[config.mk]
export PLATFORM = sky130hd
export DESIGN_NAME = bmnc_merge_ctrl
export DESIGN_NICKNAME = d
export VERILOG_FILES = /design/src/rtl/bmnc_merge_ctrl_pkg.sv /design/src/rtl/bmnc_result_fifo.sv /design/src/rtl/bmnc_merge_ctrl.sv
export SDC_FILE = /design/constraint.sdc
export NUM_CORES = 1
export LEC_CHECK = 0
export BUFFER_PORTS_ARGS = -buffer_cell sky130_fd_sc_hd__clkbuf_2
export CAP_MARGIN = 20
export CORE_MARGIN = 2
export CORE_UTILIZATION = 45
export CTS_CLUSTER_SIZE = 20
export DETAILED_ROUTE_END_ITERATION = 10
export PLACE_DENSITY = 0.65
export SLEW_MARGIN = 20
export SYNTH_ARGS = -nofsm -noshare
export SYNTH_HDL_FRONTEND = slang
export SYNTH_SLANG_ARGS = --single-unit
[constraint.sdc]
create_clock -name clk -period 6.5 [get_ports clk]
set_input_delay 0.65 -clock clk [delete_from_list [all_inputs] [get_ports clk]]
set_output_delay 0.65 -clock clk [all_outputs]
set_load 0.1 [all_outputs]
[src/rtl/bmnc_merge_ctrl_pkg.sv]
// Shared constants, types and helpers for the BMNC merge sequencer.
package bmnc_merge_ctrl_pkg;

    localparam int LOG_N      = 3;
    localparam int N          = 1 << LOG_N;
    localparam int ELEM_W     = 4;
    localparam int BMNC_LAT   = 4;
    localparam int FIFO_DEPTH = 8;

    localparam int BLOCK_W = N * ELEM_W;
    localparam int IN_W    = 2 * BLOCK_W;
    localparam int FIFO_AW = $clog2(FIFO_DEPTH);
    localparam int CNT_W   = FIFO_AW + 1;
    // Occupancy (in-flight + buffered) needs one extra bit of headroom.
    localparam int OCC_W   = CNT_W + 1;
    localparam int LCNT_W  = 16;

    typedef logic [BLOCK_W-1:0] block_t;
    typedef logic [OCC_W-1:0]   occ_t;

    // Number of pairs currently travelling through the network.
    function automatic occ_t popcount_pipe(input logic [BMNC_LAT-1:0] bits);
        occ_t acc;
        acc = {OCC_W{1'b0}};
        for (int i = 0; i < BMNC_LAT; i++) begin
            acc = acc + occ_t'(bits[i]);
        end
        return acc;
    endfunction

endpackage

[src/rtl/bmnc_result_fifo.sv]
// Result buffer: synchronous FIFO with a registered head word and count.
// The head register holds its last value while the FIFO is empty.
module bmnc_result_fifo
    import bmnc_merge_ctrl_pkg::*;
(
    input  logic               clk,
    input  logic               reset,
    input  logic               wr_en_i,
    input  logic [BLOCK_W-1:0] wr_data_i,
    input  logic               rd_ready_i,
    output logic               rd_valid_o,
    output logic [BLOCK_W-1:0] rd_data_o,
    output logic [CNT_W-1:0]   count_o
);

    logic [BLOCK_W-1:0] mem_q [FIFO_DEPTH];
    logic [FIFO_AW-1:0] wr_ptr_q, wr_ptr_d;
    logic [FIFO_AW-1:0] rd_ptr_q, rd_ptr_d;
    logic [CNT_W-1:0]   count_q, count_d;
    logic [CNT_W-1:0]   remain_s;
    logic [BLOCK_W-1:0] head_q, head_d;
    logic               valid_q, valid_d;
    logic               push_s, pop_s;

    // Pointer, count and head-word next-state computation.
    always_comb begin
        pop_s    = valid_q & rd_ready_i;
        // A write into a full FIFO is only taken when a pop frees the slot.
        push_s   = wr_en_i & ((count_q != CNT_W'(FIFO_DEPTH)) | pop_s);
        remain_s = count_q - CNT_W'(pop_s);
        count_d  = remain_s + CNT_W'(push_s);

        if (push_s) begin
            wr_ptr_d = wr_ptr_q + FIFO_AW'(1'b1);
        end else begin
            wr_ptr_d = wr_ptr_q;
        end

        if (pop_s) begin
            rd_ptr_d = rd_ptr_q + FIFO_AW'(1'b1);
        end else begin
            rd_ptr_d = rd_ptr_q;
        end

        // New head comes from storage, or bypasses straight from the
        // write port when the entry it needs is being written this edge.
        if (count_d != {CNT_W{1'b0}}) begin
            if (remain_s == {CNT_W{1'b0}}) begin
                head_d = wr_data_i;
            end else begin
                head_d = mem_q[rd_ptr_d];
            end
        end else begin
            head_d = head_q;
        end

        valid_d = (count_d != {CNT_W{1'b0}});
    end

    // Storage array write; contents need no reset since count gates use.
    always_ff @(posedge clk) begin
        if (push_s) begin
            mem_q[wr_ptr_q] <= wr_data_i;
        end
    end

    // Control and head registers with synchronous reset.
    always_ff @(posedge clk) begin
        if (reset) begin
            wr_ptr_q <= {FIFO_AW{1'b0}};
            rd_ptr_q <= {FIFO_AW{1'b0}};
            count_q  <= {CNT_W{1'b0}};
            head_q   <= {BLOCK_W{1'b0}};
            valid_q  <= 1'b0;
        end else begin
            wr_ptr_q <= wr_ptr_d;
            rd_ptr_q <= rd_ptr_d;
            count_q  <= count_d;
            head_q   <= head_d;
            valid_q  <= valid_d;
        end
    end

    assign rd_valid_o = valid_q;
    assign rd_data_o  = head_q;
    assign count_o    = count_q;

endmodule

[src/rtl/bmnc_merge_ctrl.sv]
// BMNC merge sequencer: pairs A/B blocks, launches them into the
// non-stallable merge network and buffers results with credit control.
module bmnc_merge_ctrl
    import bmnc_merge_ctrl_pkg::*;
(
    input  logic               clk,
    input  logic               reset,
    input  logic [BLOCK_W-1:0] a_data,
    input  logic               a_valid,
    output logic               a_ready,
    input  logic [BLOCK_W-1:0] b_data,
    input  logic               b_valid,
    output logic               b_ready,
    output logic [IN_W-1:0]    bmnc_in,
    input  logic [BLOCK_W-1:0] bmnc_out,
    output logic [BLOCK_W-1:0] m_data,
    output logic               m_valid,
    input  logic               m_ready,
    output logic               idle,
    output logic [LCNT_W-1:0]  launch_cnt
);

    logic [BMNC_LAT-1:0] vld_pipe_q, vld_pipe_d;
    logic [IN_W-1:0]     bmnc_in_q, bmnc_in_d;
    logic [LCNT_W-1:0]   launch_cnt_q, launch_cnt_d;
    logic [CNT_W-1:0]    fifo_count_s;
    occ_t                occupancy_s;
    logic                credit_ok_s;
    logic                launch_s;
    logic                push_s;

    // Launch decision from registered occupancy only, so m_ready never
    // reaches a_ready combinationally and a same-cycle pop frees no credit.
    always_comb begin
        occupancy_s = popcount_pipe(vld_pipe_q) + occ_t'(fifo_count_s);
        credit_ok_s = (occupancy_s < occ_t'(FIFO_DEPTH));
        launch_s    = a_valid & b_valid & credit_ok_s & ~reset;
        push_s      = vld_pipe_q[BMNC_LAT-1];
    end

    // Next-state for the valid pipe, network input register and counter.
    always_comb begin
        vld_pipe_d = {vld_pipe_q[BMNC_LAT-2:0], launch_s};
        if (launch_s) begin
            bmnc_in_d    = {a_data, b_data};
            launch_cnt_d = launch_cnt_q + 16'd1;
        end else begin
            bmnc_in_d    = bmnc_in_q;
            launch_cnt_d = launch_cnt_q;
        end
    end

    // State registers; reset discards every in-flight pair.
    always_ff @(posedge clk) begin
        if (reset) begin
            vld_pipe_q   <= {BMNC_LAT{1'b0}};
            bmnc_in_q    <= {IN_W{1'b0}};
            launch_cnt_q <= {LCNT_W{1'b0}};
        end else begin
            vld_pipe_q   <= vld_pipe_d;
            bmnc_in_q    <= bmnc_in_d;
            launch_cnt_q <= launch_cnt_d;
        end
    end

    bmnc_result_fifo u_fifo (
        .clk        (clk),
        .reset      (reset),
        .wr_en_i    (push_s),
        .wr_data_i  (bmnc_out),
        .rd_ready_i (m_ready),
        .rd_valid_o (m_valid),
        .rd_data_o  (m_data),
        .count_o    (fifo_count_s)
    );

    assign a_ready    = launch_s;
    assign b_ready    = launch_s;
    assign bmnc_in    = bmnc_in_q;
    assign launch_cnt = launch_cnt_q;
    assign idle       = (vld_pipe_q == {BMNC_LAT{1'b0}}) &
                        (fifo_count_s == {CNT_W{1'b0}});

endmodule
==> out/qor.yml <==
global_route:
  grt_pass1_wl_mm: 63.2
  grt_max_degree: 97
  grt-ovfl-total: 0
  antenna_found_initial: 0
  track_usage_pct: 22.3
  grt_pass1_vias: 11000
worst_setup_path:
  worstSetupStartpointType: "flip-flop"
  cp_cell_sequence: "fa_1, ha_1, a21o_1, a21oi_1, o21ai_4, inv_2, buf_4, clkbuf_2"
  critPathMaxFanout: 68
  crit_arrival_ns: 3.44
  critPathKind: "reg -> out"
  required_ns: 5.85
  path_buf_inv: 3
  worst_path_largest_cell_delay_ns: 0.57
  crit_slowest_cell: "clkbuf_2"
  critical-path-top-delay-family: "buffers and inverters"
  end_kind: "primary output"
logic_synthesis:
  synth_ff_type: "edfxtp_1"
  yosys.cell_types.count: 55
  synth_area_leaders: "edfxtp_1 49%, dfxtp_1 16%, nand2_1 5.0%"
  yosysSeqAreaShare_pct: 65.6
  ys_ff_latch: 383
  netlist_area_sq_mm: 0.0156
  postSynthCellCount: 1301
  syn_nets: 1413
  syn_area_per_cell_sq_um: 12.0
  synth_edf_count: 256
  ys_async_sr_fraction_pct: 0
  synth_top_cell_area_share_pct: 49.3
  yosysTopAreaCell: "edfxtp_1"
  yosysWarnings: 0
final_layout:
  layout_common_cells: "256 x edfxtp_1, 215 x clkbuf_2, 208 x nand2_1"
  nFillCells: 2970
  drive_above_1_share_pct: 22.6
  syn2layout_area_growth_pct: 18.0
  post-route-util_pct: 53.6
  n_antenna_cell: 0
  final_common_cell: "edfxtp_1"
  instances_no_fill: 1957
  layout.nets: 1581
floorplanning:
  rows: 68
  die_h_microns: 190
  pin_count: 217
  die_area_sq_mm: 0.0362
  die_w_microns: 190
  core_area_sq_mm: 0.0344
  initial_core_util_pct: 45.4
pwr:
  leakage_nw: 6.55
  vdd_ir_drop_max_v: 0.000394
  p_sw_mw: 3.05
  p_int_mw: 4.79
  seq_power_share_pct: 36.5
  finalPower_mw: 7.84
  switching_share_pct: 38.9
  power_frac_clock_pct: 29.2
  power_density_mw_per_mm2: 426
  comb_power_share_pct: 34.2
placed_design:
  gp_congestion: 0.778
  dp_hpwl_mm: 23.3
  dpl_worst_slack_ns: 2.26
  io_buffer_count: 216
  placed_cells: 1880
timing:
  timing.final.ws_setup_ns: 2.41
  layout_min_cycle_time_ns: 4.09
  relSlewSlack_pct: 29.4
  hold_viol: 0
  fin_setup_tns_ns: 0
  grt_setup_unrepaired: "no"
  slew_viol_final: 0
  fin_skew_ns: 0.0204
  tightest_slew_ns: 1.06
  setup_viol: 0
  fin_crit_sh_pct: 62.9
  fmax_mhz: 245
flow_run:
  maxCapViolCount: 0
outcome:
  status: "completed"
clock_network:
  cts_tree: "yes"
  cts_hold_buf: 0
  cts_resized: 0
  cts-root-buf: "clkbuf_16"
  numCtsBuffers: 41
  clk_latency_ns: 0.52
  cts_buffer_depth: 3
  cts_htree_levels: 2
  path_clk_slew_ns: 0.06
  postCtsSetupBuffers: 0
  cts.sinks: 383
min_path:
  hp-class: "in -> reg"
drt:
  drc: 0
  vias: 11400
  routed_wirelength_mm: 41.5
  via_per_inst: 5.85
  first_pass_iters: 5
  antenna_left: 0
  wire_per_inst_microns: 21.2
  drt_iter0_markers: 1197
==> sequential cells by signal (all words and copies together), names as in the netlist <==
signal,count
launch_cnt,16
u_fifo.rd_data_o,32
u_fifo.rd_valid_o,1
u_fifo.count_o,4
vld_pipe_q,4
bmnc_in,64
u_fifo.rd_ptr_q,3
u_fifo.mem_q,256
u_fifo.wr_ptr_q,3
==> cells in the mapped netlist (3+ instances only) <==
master    number
a211oi_1      64
buf_4          9
inv_1         11
nor2_1        15
a311o_1       32
o22ai_1       64
buf_2         34
and2_1         4
edfxtp_1     256
inv_2          4
buf_6          4
nand2_1      209
o311ai_2      10
nand4_1        3
o311ai_1      20
and3_1        66
a32oi_1       32
ha_1          10
or3_1         11
nor3_1        67
xor2_1         3
o21ai_1       11
o211ai_1       3
a21oi_1      112
clkbuf_1      69
dfxtp_1      127
xnor2_1        6
nand3_1        5
nor2b_1        4
==> kinds of logic after synthesis <==
family	count (synthesis)	share of synthesized area (%)
buffers and inverters	132	3.86
DFF	383	65.6
xor gates and xnor gates	11	0.762
AOI/OAI and AO/OA	363	16.7
and+or+nand+nor	401	12.2
adders and majority gates	11	0.930
==> per-stage QoR <==
step / hold WS [ns] / cell area, sq um
final: 0.337 / 18400
after global routing: 0.326 / 18400
after CTS: 0.322 / 18400
after detailed placement: 0.445 / 17000
after global placement: 0.441 / 17000
after floorplan: 0.455 / 15600
==> tightest hold or removal path: cells and delay by family <==
| kind | cells | cell delay (ns) |
|---|---|---|
| compound gates | 1 | 0.05 |
| simple gates | 1 | 0.04 |
| buf+inv | 1 | 0.08 |
==> layout make-up <==
type                            instances  area (sq um)  share of cell area (%)
Tap cell                              455           569                    3.09
Clock buffer                           64          1230                    6.70
Multi-Input combinational cell        786          4920                    26.7
Sequential cell                       383         10200                    55.5
Clock inverter                         12           109                   0.591
Timing Repair Buffer                  242          1300                    7.04
Inverter                               15          56.3                   0.306
==> routing by layer <==
| layer | GRT usage (%) | wire length [microns] | vias to the layer above |
|---|---|---|---|
| li1 | - | - | 5316 |
| met3 | 6.07 | 3790 | 54 |
| met5 | 0 | 0 | - |
| met1 | 30.8 | 17800 | 5588 |
| met2 | 35.2 | 19300 | 484 |
| met4 | 5.07 | 668 | 0 |
==> power by group through the flow <==
| stage | logic [mW] | registers, mW | clock network [mW] |
|---|---|---|---|
| final | 2.68 | 2.87 | 2.29 |
| after floorplan | 1.40 | 3.63 | 0 |
| after detailed placement | 2.65 | 2.91 | 0 |
| after global routing | 2.87 | 2.88 | 2.43 |
| after global placement | 2.61 | 2.91 | 0 |
| after CTS | 2.66 | 2.86 | 2.33 |
==> path summary, 6_finish.rpt <==
kind / startpoint / end / slack (ns) / depth (start not counted)
setup / recovery: vld_pipe_q[3]$_SDFF_PP0_ / a_ready / 2.41 / 8
hold / removal: b_data[27] / bmnc_in[27]$_SDFFE_PP0P_ / 0.34 / 3
setup reg to reg: u_fifo.count_o[1]$_SDFF_PP0_ / u_fifo.rd_data_o[25]$_SDFFE_PP0P_ / 2.46 / 10
hold reg to reg: bmnc_in[58]$_SDFFE_PP0P_ / bmnc_in[58]$_SDFFE_PP0P_ / 0.45 / 2
Note: power is estimated with default switching activity, not from simulation.
